==> config.mk <==
export PLATFORM = sky130hd
export DESIGN_NAME = sram_access_ctrl
export DESIGN_NICKNAME = d
export VERILOG_FILES = /design/src/rtl/sram_access_ctrl.sv
export SDC_FILE = /design/constraint.sdc
export NUM_CORES = 1
export LEC_CHECK = 0
export BUFFER_PORTS_ARGS = -buffer_cell sky130_fd_sc_hd__buf_2
export CORE_UTILIZATION = 52
export CTS_CLUSTER_DIAMETER = 40
export DETAILED_ROUTE_END_ITERATION = 10
export HOLD_SLACK_MARGIN = 0.03
export PLACE_DENSITY_LB_ADDON = 0.12
export SLEW_MARGIN = 20
export SYNTH_ARGS = -nofsm -noshare
export SYNTH_HDL_FRONTEND = slang
export SYNTH_SLANG_ARGS = --single-unit
==> constraint.sdc <==
create_clock -name clk -period 4.46 [get_ports clk]
set_input_delay 1.115 -clock clk [delete_from_list [all_inputs] [get_ports clk]]
set_output_delay 1.115 -clock clk [all_outputs]
set_load 0.02 [all_outputs]
==> src/rtl/sram_access_ctrl.sv <==
// Purpose : valid/ready access controller sequencing write/sense phases of one compiled SRAM array.
// Latency : read rsp after SENSE_CYCLES edges, write rsp after WRITE_CYCLES+1 edges, range error after 1 edge.
// Backpr. : one request in flight; req_ready low from accept until the response cycle.
//
// Ports   : clk/resetn (async active-low); req_* request port; rsp_* response port;
//           mem_* drive the array macro (mem_dout is the sense-amp output).
// Option  : define SRAM_CTRL_PARITY_EN to store an even-parity bit in mem_din[DATA_W]
//           and flag rsp_err on reads whose full sensed word has odd parity.
module sram_access_ctrl #(
    parameter int DATA_W       = 8,
    parameter int ADDR_W       = 12,
    parameter int DEPTH        = 4096,
    parameter int SENSE_CYCLES = 2,
    parameter int WRITE_CYCLES = 2,
`ifdef SRAM_CTRL_PARITY_EN
    localparam int MW = DATA_W + 1
`else
    localparam int MW = DATA_W
`endif
) (
    input  logic              clk,
    input  logic              resetn,
    input  logic              req_valid,
    output logic              req_ready,
    input  logic              req_we,
    input  logic [ADDR_W-1:0] req_addr,
    input  logic [DATA_W-1:0] req_wdata,
    output logic              rsp_valid,
    output logic [DATA_W-1:0] rsp_rdata,
    output logic              rsp_err,
    output logic [ADDR_W-1:0] mem_addr,
    output logic [MW-1:0]     mem_din,
    input  logic [MW-1:0]     mem_dout,
    output logic              mem_write_en,
    output logic              mem_sense_en
);
    localparam int MAXC = (SENSE_CYCLES > WRITE_CYCLES) ? SENSE_CYCLES : WRITE_CYCLES;
    localparam int CW   = $clog2(MAXC + 1);
    // Counter is loaded with N-1 and the phase ends on the cycle it reads zero.
    localparam logic [CW-1:0]   SENSE_LD = CW'(SENSE_CYCLES - 1);
    localparam logic [CW-1:0]   WRITE_LD = CW'(WRITE_CYCLES - 1);
    // One extra bit so DEPTH == 2**ADDR_W is representable.
    localparam logic [ADDR_W:0] DEPTH_L  = (ADDR_W + 1)'(DEPTH);

    typedef enum logic [1:0] {IDLE, READ, WRITE, RECOVER} state_t;

    state_t            state, state_nxt;
    logic [CW-1:0]     cnt, cnt_nxt;
    logic              ready_nxt, valid_nxt, err_nxt, we_nxt, se_nxt;
    logic [DATA_W-1:0] rdata_nxt;
    logic [ADDR_W-1:0] addr_nxt;
    logic [MW-1:0]     din_nxt;
    logic [MW-1:0]     din_req;
    logic              rd_err;
    logic              in_range;

    assign in_range = ({1'b0, req_addr} < DEPTH_L);

`ifdef SRAM_CTRL_PARITY_EN
    assign din_req = {^req_wdata, req_wdata};
    assign rd_err  = ^mem_dout;
`else
    assign din_req = req_wdata;
    assign rd_err  = 1'b0;
`endif

    always_ff @(posedge clk or negedge resetn) begin
        if (!resetn) begin
            state        <= IDLE;
            cnt          <= '0;
            req_ready    <= 1'b1;
            rsp_valid    <= 1'b0;
            rsp_err      <= 1'b0;
            rsp_rdata    <= '0;
            mem_addr     <= '0;
            mem_din      <= '0;
            mem_write_en <= 1'b0;
            mem_sense_en <= 1'b0;
        end else begin
            state        <= state_nxt;
            cnt          <= cnt_nxt;
            req_ready    <= ready_nxt;
            rsp_valid    <= valid_nxt;
            rsp_err      <= err_nxt;
            rsp_rdata    <= rdata_nxt;
            mem_addr     <= addr_nxt;
            mem_din      <= din_nxt;
            mem_write_en <= we_nxt;
            mem_sense_en <= se_nxt;
        end
    end

    always_comb begin
        state_nxt = state;
        cnt_nxt   = cnt;
        ready_nxt = req_ready;
        valid_nxt = 1'b0;
        err_nxt   = 1'b0;
        rdata_nxt = rsp_rdata;
        addr_nxt  = mem_addr;
        din_nxt   = mem_din;
        we_nxt    = mem_write_en;
        se_nxt    = mem_sense_en;
        case (state)
            IDLE: begin
                if (req_valid && req_ready) begin
                    addr_nxt = req_addr;
                    din_nxt  = din_req;
                    if (!in_range) begin
                        // Rejected without touching the array; stay ready.
                        valid_nxt = 1'b1;
                        err_nxt   = 1'b1;
                    end else if (req_we) begin
                        state_nxt = WRITE;
                        cnt_nxt   = WRITE_LD;
                        ready_nxt = 1'b0;
                        we_nxt    = 1'b1;
                    end else begin
                        state_nxt = READ;
                        cnt_nxt   = SENSE_LD;
                        ready_nxt = 1'b0;
                        se_nxt    = 1'b1;
                    end
                end
            end
            READ: begin
                if (cnt == '0) begin
                    rdata_nxt = mem_dout[DATA_W-1:0];
                    err_nxt   = rd_err;
                    valid_nxt = 1'b1;
                    ready_nxt = 1'b1;
                    se_nxt    = 1'b0;
                    state_nxt = IDLE;
                end else begin
                    cnt_nxt = cnt - 1'b1;
                end
            end
            WRITE: begin
                if (cnt == '0) begin
                    we_nxt    = 1'b0;
                    state_nxt = RECOVER;
                end else begin
                    cnt_nxt = cnt - 1'b1;
                end
            end
            RECOVER: begin
                valid_nxt = 1'b1;
                ready_nxt = 1'b1;
                state_nxt = IDLE;
            end
            default: state_nxt = IDLE;
        endcase
    end
endmodule

==> impl_summary.log, run 1 <==
INFO  metric hold_depth = 1
INFO  metric skew = 0.0107 ns
INFO  metric yosysTopAreaCell = dfrtp_1
INFO  metric ctsLongestPathBuffers = 2
INFO  metric yosysSeqAreaShare = 51.9%
INFO  metric finalCritPeriodShare = 50.5%
INFO  metric post-route-drc-count = 0
INFO  metric tightest_slew = 0.763 ns
INFO  metric drtPass1Iterations = 4
INFO  metric first_drt_iteration_drcs = 29
INFO  metric max-vdd-ir-drop = 0.000368 V
INFO  metric area_growth_syn_to_layout = 22.6%
INFO  metric vias_in_the_first_global_route = 1142
INFO  metric cts_made_buffers = 5
INFO  metric clock_tree.htree_level_count = 2
INFO  metric synthesis.area = 1740 µm²
INFO  metric crit_start = req_ready
INFO  metric post-dp-hpwl = 2.31 mm
INFO  metric groute.usage.overall = 18.6%
INFO  metric yosysWarningCount = 0
INFO  metric die_height = 59.8 µm
INFO  metric grt_overflow = 0
INFO  metric post-layout-total-power = 1.66 mW
INFO  metric netlist-cell-type-count = 29
INFO  metric worstSkewPairLatency = 0.33 ns
INFO  metric p_sw_share = 40.5%
INFO  metric finalNetCount = 227
INFO  metric avgRoutedWirePerCell = 13.2 µm
INFO  metric synth.area.top_cells = dfrtp_1 50%, mux2_4 17%, ha_1 6.5%
INFO  metric setup_viol = 0
INFO  metric path_buf_inv = 1
INFO  metric clockPowerShare = 11.0%
INFO  metric sequentialPowerShare = 35.5%
INFO  metric io-pin-count = 65
INFO  metric rsz0062_at_grt = false
INFO  metric crit_path_slowest_cell = dfstp_2
INFO  metric hold_path_class = register to register
INFO  metric grt_first_pass_wirelength = 4.94 mm
INFO  metric period_minus_slack = 2.25 ns
INFO  metric drive_gt1_share = 52.4%
INFO  metric path_depth = 1
INFO  metric timing.final.hold_violations = 0
INFO  metric clock_sinks = 36
INFO  metric p_leak = 1.14 nW
INFO  metric outcome = complete, no violations
INFO  metric ys_ff_latch = 36
INFO  metric drt-total-wl = 3.04 mm
INFO  metric total_of_max_cap_violations = 0
INFO  metric cts-resized-gates = 0
INFO  metric clk_pin_slew = 0.11 ns
INFO  metric num_antenna_cells = 0
INFO  metric crit_path_start_kind = register
INFO  metric postSynthCellCount = 121
INFO  metric timing.critical_path.fanout_max = 7
INFO  metric stdcell_area = 2130 µm²
INFO  metric synthesis.area_per_instance = 14.4 µm²
INFO  metric full_die_area = 3580 µm²
INFO  metric endpoint_kind = primary output
INFO  metric synth_largest_type_area_fraction = 50.4%
INFO  metric placement_rows = 20
INFO  metric p_per_area = 779 nW/µm²
INFO  metric path_cells = buf_2
INFO  metric number_of_buffers_added_on_ports = 63
INFO  metric initial_core_util = 56.0%
INFO  metric maxClockFrequency = 444 MHz
INFO  metric cts.hold.buffers_added = 0
INFO  metric cellInternalPower = 987 µW
INFO  metric routed-via-count = 1149
INFO  metric area_of_the_core = 3100 µm²
INFO  metric fin_tns_setup = 0 ns
INFO  metric rr_worst_depth = 4
INFO  metric required = 3.35 ns
INFO  metric die_w = 59.8 µm
INFO  metric ctsRootBufferMaster = clkbuf_4
INFO  metric synth_nets = 162
INFO  metric critical_path_arrival = 1.14 ns
INFO  metric reg2reg_from = state[0]
INFO  metric largest_net_degree_at_the_start_of_global_routing = 37
INFO  metric drtAntennaViolNets = 0
INFO  metric place.gp.congestion = 0.827
INFO  metric placedInstanceArea = 2070 µm²
INFO  metric comb_power_share = 53.5%
INFO  metric cts_setup_buffers = 0
INFO  metric initial_antenna_violation_count = 0
INFO  metric crit_type = register to primary output
INFO  metric net-switching-power = 673 µW
INFO  metric layout_common_cells = 63 x buf_2, 35 x dfrtp_1, 20 x mux2_4, 9 x inv_1, 9 x ha_1
INFO  metric critical-path-top-delay-family = flip-flops
INFO  metric hold_path.startpoint = rsp_rdata[7]
INFO  metric timing.final.max_slew_violations = 0
INFO  metric crit_path_max_incr_delay = 0.62 ns
INFO  metric layout.cells.most_common = buf_2
INFO  metric cts_tree = done
INFO  metric viasPerCell = 4.97
INFO  metric timing.max_slew.rel_slack = 49.1%
cell usage after synthesis (all sizes together):
master / instances
a32oi: 1
a21boi: 1
nand2b: 1
mux2i: 7
dfrtp: 35
ha: 9
o221ai: 1
conb: 1
nor2: 5
o21bai: 1
buf: 5
o2bb2ai: 1
and4b: 1
o311a: 1
o21ai: 3
mux2: 28
nand2: 4
nor2b: 1
a221oi: 2
dfstp: 1
inv: 9
nand3: 2
a31o: 1
routing by layer:
metal / GRT usage, % / wire [µm] / vias up
li1: - / - / 548
met1: 23.7 / 1380 / 554
met2: 30.8 / 1410 / 42
met3: 4.33 / 209 / 5
met4: 6.98 / 42 / 0
met5: 0 / 0 / -
registers in the layout, indices dropped and copies added (netlist names):
name,count
rsp_valid,1
mem_write_en,1
mem_sense_en,1
state,2
mem_addr,12
rsp_rdata,8
mem_din,8
req_ready,1
cnt,2
worst paths after layout:
| kind | to | slack (ns) |
|---|---|---|
| min in group asynchronous | mem_addr[1] | 0.85 |
| max reg2reg | mem_addr[2] | 2.35 |
| min | rsp_rdata[7] | 0.49 |
| min reg2reg | rsp_rdata[7] | 0.49 |
| max | req_ready | 2.21 |
| max in group asynchronous | rsp_rdata[5] | 3.13 |
layout make-up:
type	instances	area [µm²]
fill	253	971
tap	44	55.1
multi-input combinational	71	763
sequential	36	902
clock inverter	1	7.51
timing repair buffer	63	315
inverter	9	33.8
clock buffer	7	55.1
cells by family after synthesis:
family | after synthesis | share of synthesized area (%)
AO/OA/AOI/OAI | 12 | 6.47
adder cells (fa/ha/maj) | 9 | 6.47
buffers and inverters | 14 | 4.24
flip-flops | 36 | 51.9
multiplexers | 35 | 26.5
other | 1 | 0.216
AND/OR/NAND/NOR | 14 | 4.25
stage by stage:
stage               worst slack, ns  util [%]  hold WS, ns  cells
finish                         2.21      68.7        0.494    231
CTS                            2.19      68.7        0.500    231
floorplan                      2.69         -        0.500    121
detailed placement             2.00      66.7        0.477    223
global placement               2.03      66.7        0.469    223
global route                   2.16      68.7        0.514    231
power by group through the flow:
stage                     logic (mW)  registers (mW)  clock network [mW]
final                          0.888           0.589               0.183
after global placement         0.870           0.587                   0
after CTS                      0.899           0.591               0.190
after floorplan                0.481           0.768                   0
after detailed placement       0.897           0.596                   0
after global routing           0.968           0.611               0.205
Power figures use the tool's default switching activity.
==> run 2: changes to the inputs <==
CORE_UTILIZATION = 48   (was 52)
clock period = 2.1 ns   (was 4.46 ns; I/O delays follow)
==> run 2 against run 1 <==
Against the previous run: sequential power is 110% higher; register-to-register slack lost 1.9 ns; via count increased by 0.35%; non-clock buffer count up 1; cell count increased by 0.87%; sequential share of layout area grew 0.12 points; die area increased by 8.1%; critical path depth up 4; global-route usage fell by 0.47 points; critical endpoint is now mem_addr[2].
==> impl_summary.log, run 2 (synthesis results as in run 1) <==
INFO  metric outcome = complete, no violations
INFO  metric drt-total-wl = 3.19 mm (+5.1%)
INFO  metric cts.hold.buffers_added = 0 (unchanged)
INFO  metric grt_busiest_layer = met2
INFO  metric num_antenna_cells = 0 (unchanged)
INFO  metric hold_path_class = primary input to asynchronous set/reset pin
INFO  metric rr_worst_depth = 5 (+1)
INFO  metric p_sw_share = 40.9% (+0.33 points)
INFO  metric timing.final.hold_violations = 0 (unchanged)
INFO  metric cts_setup_buffers = 0 (unchanged)
INFO  metric sequentialPowerShare = 36.0% (+0.5 points)
INFO  metric clk_pin_slew = 0.10 ns (about the same)
INFO  metric endpoint_kind = register
INFO  metric timing.critical_path.fanout_max = 20 (+13)
INFO  metric layout_common_cells = 63 x buf_2, 35 x dfrtp_1, 20 x mux2_4, 9 x inv_1, 9 x ha_1
INFO  metric grt_first_pass_wirelength = 5.42 mm (+9.8%)
INFO  metric setup_viol = 0 (unchanged)
INFO  metric timing.final.max_slew_violations = 0 (unchanged)
INFO  metric timing.reg2reg.setup_slack = 0.41 ns (-1.94 ns)
INFO  metric ctsLongestPathBuffers = 2 (unchanged)
INFO  metric largest_net_degree_at_the_start_of_global_routing = 37 (unchanged)
INFO  metric critical_path_arrival = 1.90 ns (+0.76 ns)
INFO  metric initial_core_util = 50.9% (-5.1 points)
INFO  metric place.gp.congestion = 0.743 (-10%)
INFO  metric regArea = 902 µm² (unchanged)
INFO  metric crit_path_start_kind = register
INFO  metric grt.met1_usage = 22.6% (-1.1 points)
INFO  metric reg_top3 = mem_addr: 12 flops, mem_din: 8 flops, rsp_rdata: 8 flops
INFO  metric clockPowerShare = 9.3% (-1.7 points)
INFO  metric skew = 0.00623 ns (-0.00447 ns)
INFO  metric layout.cells.most_common = buf_2
INFO  metric finalCritPeriodShare = 80.5%
INFO  metric required = 2.31 ns (-1.04 ns)
INFO  metric viasPerCell = 4.95 (-0.51%)
INFO  metric post-route-drc-count = 0 (unchanged)
INFO  metric crit_type = register to register
INFO  metric net-switching-power = 1.42 mW (+110%)
INFO  metric ctsRootBufferMaster = clkbuf_4
INFO  metric routed-via-count = 1153 (+0.35%)
INFO  metric full_die_area = 3870 µm² (+8.1%)
INFO  metric total_of_max_cap_violations = 0 (unchanged)
INFO  metric finalNetCount = 228 (+0.44%)
INFO  metric grtUsageMet3 = 4.60% (+0.27 points)
INFO  metric max-vdd-ir-drop = 0.000757 V (+110%)
INFO  metric period_minus_slack = 1.69 ns
INFO  metric clock_tree.htree_level_count = 2 (unchanged)
INFO  metric post-layout-total-power = 3.48 mW (+110%)
INFO  metric number_of_buffers_added_on_ports = 63 (unchanged)
INFO  metric groute.usage.overall = 18.2% (-0.47 points)
INFO  metric clock_sinks = 36 (unchanged)
INFO  metric drtPass1Iterations = 4 (unchanged)
INFO  metric area_of_the_core = 3420 µm² (+10%)
INFO  metric setup_ws = 0.409 ns (-1.80 ns)
INFO  metric grtUsageMet2 = 29.9% (-0.85 points)
INFO  metric p_leak = 1.14 nW (about the same)
INFO  metric place_ws = 0.423 ns (-1.58 ns)
INFO  metric die_w = 62.2 µm (+4.0%)
INFO  metric tightest_slew = 0.769 ns (+0.00571 ns)
INFO  metric comb_power_share = 54.7% (+1.2 points)
INFO  metric area_growth_syn_to_layout = 22.2%
INFO  metric cts_tree = done
INFO  metric first_drt_iteration_drcs = 69 (+140%)
INFO  metric fin_tns_setup = 0 ns (unchanged)
INFO  metric regMostFlops = mem_addr
INFO  metric io-pin-count = 65 (unchanged)
INFO  metric vias_in_the_first_global_route = 1188 (+4.0%)
INFO  metric placement_rows = 21 (+5.0%)
INFO  metric nFillCells = 294 (+16%)
INFO  metric die_height = 62.2 µm (+4.0%)
INFO  metric rsz0062_at_grt = false
INFO  metric area_occupied_by_multi_input_gates = 763 µm² (unchanged)
INFO  metric maxClockFrequency = 591 MHz
INFO  metric avgRoutedWirePerCell = 13.7 µm (+4.2%)
INFO  metric p_per_area = 1640 nW/µm² (+110%)
INFO  metric final_util = 62.2% (-6.5 points)
INFO  metric cts-resized-gates = 0 (unchanged)
INFO  metric worstSkewPairLatency = 0.32 ns (about the same)
INFO  metric drive_gt1_share = 52.4% (unchanged)
INFO  metric drtAntennaViolNets = 0 (unchanged)
INFO  metric grt_overflow = 0 (unchanged)
INFO  metric cellInternalPower = 2.06 mW (+110%)
INFO  metric largest_register_ffs = 12 (unchanged)
INFO  metric cts_made_buffers = 5 (unchanged)
INFO  metric initial_antenna_violation_count = 0 (unchanged)
INFO  metric timing.max_slew.rel_slack = 48.7% (-0.38 points)
INFO  metric post-dp-hpwl = 2.38 mm (+3.0%)
==> run 2: cell count changes in the layout (fill, tap and decap cells not counted) <==
cell        previous run  this run
buf_4                  0         1
clkbuf_8               1         0
clkinv_2               0         1
clkinvlp_4             1         0
==> run 2: path summary, 6_finish.rpt <==
kind,from,to
worst max-delay path,state[0],mem_addr[2]
worst min-delay path,resetn,mem_addr[10]
worst max register to register,state[0],mem_addr[2]
worst min register to register,rsp_rdata[1],rsp_rdata[1]
max in group asynchronous,resetn,rsp_rdata[6]
min in group clk,mem_dout[5],rsp_rdata[5]
==> run 2: power by group through the flow <==
stage	clock network, mW	registers [mW]	logic [mW]
after floorplan	0	1.63	1.02
after global placement	0	1.25	1.87
after detailed placement	0	1.27	1.91
after CTS	0.346	1.26	1.92
after global routing	0.371	1.30	2.04
final	0.325	1.25	1.90
==> run 2: metal layers <==
layer  up-vias  part of all wire [%]
met4         0                   1.7
met2        39                    48
met5         -                     0
met1       562                    45
met3         4                   4.9
li1        548                     -
==> run 2: cell type report <==
class	count	area share, %
multi-input combinational	71	35.9
tap	46	2.71
sequential	36	42.4
clock buffer	6	1.94
timing repair buffer	64	15.2
inverter	9	1.59
clock inverter	1	0.235
==> run 2: critical path, stage by stage, from the launching register on <==
cell	delay (ns)
dfrtp_1	0.41
inv_1	0.13
ha_1	0.28
nand3_2	0.07
buf_4	0.34
mux2_4	0.34
==> run 2: metrics by stage <==
stage	cells	hold slack (ns)	area (µm²)
after global routing	233	0.325	2130
after global placement	226	0.469	2080
after detailed placement	226	0.473	2080
after CTS	233	0.281	2130
final	233	0.271	2130
after floorplan	121	0.229	1740
==> run 3: changes to the inputs <==
clock period = 1.57 ns   (was 2.1 ns; I/O delays follow)
==> run 3 against run 2 <==
Against the previous run: routed wire length grew 5.2%; utilization up 3.2 points; combinational power grew 43%; critical path type unchanged; worst setup slack got worse by 0.33 ns; non-clock buffer count rose by 6; global-route usage increased by 1.3 points.
==> impl_summary.log, run 3 (synthesis results as in run 1) <==
INFO  metric outcome = complete, no violations
INFO  metric crit_path_max_incr_delay = 0.41 ns (about the same)
INFO  metric initial_core_util = 50.9% (unchanged)
INFO  metric p_per_area = 2200 nW/µm² (+34%)
INFO  metric drtAntennaViolNets = 0 (unchanged)
INFO  metric post-route-drc-count = 0 (unchanged)
INFO  metric hold_path_class = primary input to register
INFO  metric grt_overflow = 0 (unchanged)
INFO  metric die_w = 62.2 µm (unchanged)
INFO  metric path_cells = inv_2, ha_2, nand3_2, buf_12, mux2_4
INFO  metric drtPass1Iterations = 4 (unchanged)
INFO  metric placement_rows = 21 (unchanged)
INFO  metric num_antenna_cells = 0 (unchanged)
INFO  metric io-pin-count = 65 (unchanged)
INFO  metric path_buf_inv = 2 (unchanged)
INFO  metric finalNetCount = 234 (+2.6%)
INFO  metric total_of_max_cap_violations = 0 (unchanged)
INFO  metric required = 1.79 ns (-0.52 ns)
INFO  metric ctsRootBufferMaster = clkbuf_4
INFO  metric clock_sinks = 36 (unchanged)
INFO  metric skew = 0.0165 ns (+0.0103 ns)
INFO  metric reg_top3 = mem_addr: 12 flops, mem_din: 8 flops, rsp_rdata: 8 flops
INFO  metric place_ws = -0.0294 ns (-0.453 ns)
INFO  metric largest_register_ffs = 12 (unchanged)
INFO  metric clock_tree.htree_level_count = 2 (unchanged)
INFO  metric placedInstanceArea = 2120 µm² (+1.9%)
INFO  metric ctsLongestPathBuffers = 2 (unchanged)
INFO  metric area_of_the_core = 3420 µm² (unchanged)
INFO  metric fin_tns_setup = 0 ns (unchanged)
INFO  metric setup_viol = 0 (unchanged)
INFO  metric crit_path_slowest_cell = dfrtp_1
INFO  metric period_minus_slack = 1.49 ns (-0.203 ns)
INFO  metric max-vdd-ir-drop = 0.000950 V (+26%)
INFO  metric regMostFlops = mem_addr
INFO  metric critical_path_arrival = 1.71 ns (-0.19 ns)
INFO  metric largest_net_degree_at_the_start_of_global_routing = 21 (-43%)
INFO  metric area_growth_syn_to_layout = 28.5%
INFO  metric finalCritPeriodShare = 94.8% (+14 points)
INFO  metric post-dp-hpwl = 2.47 mm (+3.6%)
INFO  metric layout_common_cells = 63 x buf_2, 35 x dfrtp_1, 20 x mux2_4, 8 x mux2_1
INFO  metric post_layout_nonfiller_instances = 239 (+2.6%)
INFO  metric die_height = 62.2 µm (unchanged)
INFO  metric final_util = 65.4% (+3.2 points)
INFO  metric groute.usage.overall = 19.4% (+1.3 points)
INFO  metric endpoint_kind = register
INFO  metric drt-total-wl = 3.36 mm (+5.2%)
INFO  metric stdcell_area = 2230 µm² (+5.1%)
INFO  metric area_occupied_by_multi_input_gates = 781 µm² (+2.3%)
INFO  metric drive_gt1_share = 57.0% (+4.6 points)
INFO  metric rsz0062_at_grt = false
INFO  metric regArea = 902 µm² (unchanged)
INFO  metric avgRoutedWirePerCell = 14.1 µm (+2.5%)
INFO  metric grt_first_pass_wirelength = 5.70 mm (+5.1%)
INFO  metric initial_antenna_violation_count = 0 (unchanged)
INFO  metric number_of_buffers_added_on_ports = 63 (unchanged)
INFO  metric worstSkewPairLatency = 0.35 ns (+0.03 ns)
INFO  metric p_leak = 1.18 nW (+4.1%)
INFO  metric viasPerCell = 4.91 (-0.73%)
INFO  metric full_die_area = 3870 µm² (unchanged)
INFO  metric critical-path-top-delay-family = flip-flops
INFO  metric clk_pin_slew = 0.11 ns (about the same)
INFO  metric timing.critical_path.fanout_max = 20 (unchanged)
INFO  metric timing.final.hold_violations = 0 (unchanged)
INFO  metric maxClockFrequency = 672 MHz (+14%)
INFO  metric post-layout-total-power = 4.91 mW (+41%)
INFO  metric first_drt_iteration_drcs = 66 (-4.3%)
INFO  metric timing.final.max_slew_violations = 0 (unchanged)
INFO  metric setup_ws = 0.0820 ns (-0.327 ns)
INFO  metric place.gp.congestion = 0.858 (+15%)
INFO  metric hold-worst-slack = 0.262 ns (-0.00873 ns)
INFO  metric layout.cells.most_common = buf_2
INFO  metric routed-via-count = 1174 (+1.8%)
INFO  metric dpl.cell_count = 228 (+0.88%)
INFO  metric cts_made_buffers = 5 (unchanged)
INFO  metric crit_path_start_kind = register
INFO  metric nFillCells = 274 (-6.8%)
INFO  metric crit_type = register to register
INFO  metric cts_tree = done
INFO  metric vias_in_the_first_global_route = 1219 (+2.6%)
-- run 3: cell types whose count changed in the layout (fill, tap and decap cells not counted), sizes merged --
cell,delta
clkbuf,+1
dlygate4sd3,+1
clkinv,-1
buf,+5
-- run 3: layout make-up --
cell class,instances,share of cell area [%]
flip-flops and latches,36,40.4
multi-input cells,71,34.9
repair buffers,70,17.7
clock buffers,7,2.91
well taps,46,2.58
inverters,9,1.51
-- run 3: path summary, 6_finish.rpt --
check | start | end | slack (ns) | depth (start not counted)
max in group asynchronous | resetn | req_ready | 0.55 | 3
min | mem_dout[7] | rsp_rdata[7] | 0.26 | 2
min reg2reg | rsp_rdata[5] | rsp_rdata[5] | 0.49 | 1
max | state[0] | mem_din[7] | 0.08 | 5
min in group asynchronous | resetn | state[0] | 0.50 | 2
max reg2reg | state[0] | mem_din[7] | 0.08 | 5
-- run 3: where the power goes --
group / switching (mW) / internal, mW
registers: 0.248 / 1.40
logic: 1.42 / 1.30
clock network: 0.292 / 0.254
-- run 3: repair_timing --
| action | CTS | global route |
|---|---|---|
| buffers inserted | 0 | 3 |
| endpoints found under the setup margin | 28 | 32 |
| pin swaps | 0 | 0 |
| endpoints found under the hold margin | 16 | 0 |
| resized for setup | 4 | 3 |
| hold buffers | 1 | 0 |
| cloned | 0 | 0 |
-- run 3: layer usage --
| layer | part of all wire [%] | GRT usage [%] | up-vias |
|---|---|---|---|
| li1 | - | - | 566 |
| met1 | 44 | 24.7 | 560 |
| met2 | 48 | 30.6 | 41 |
| met3 | 5.5 | 5.70 | 7 |
| met4 | 1.9 | 8.72 | 0 |
| met5 | 0 | 0 | - |
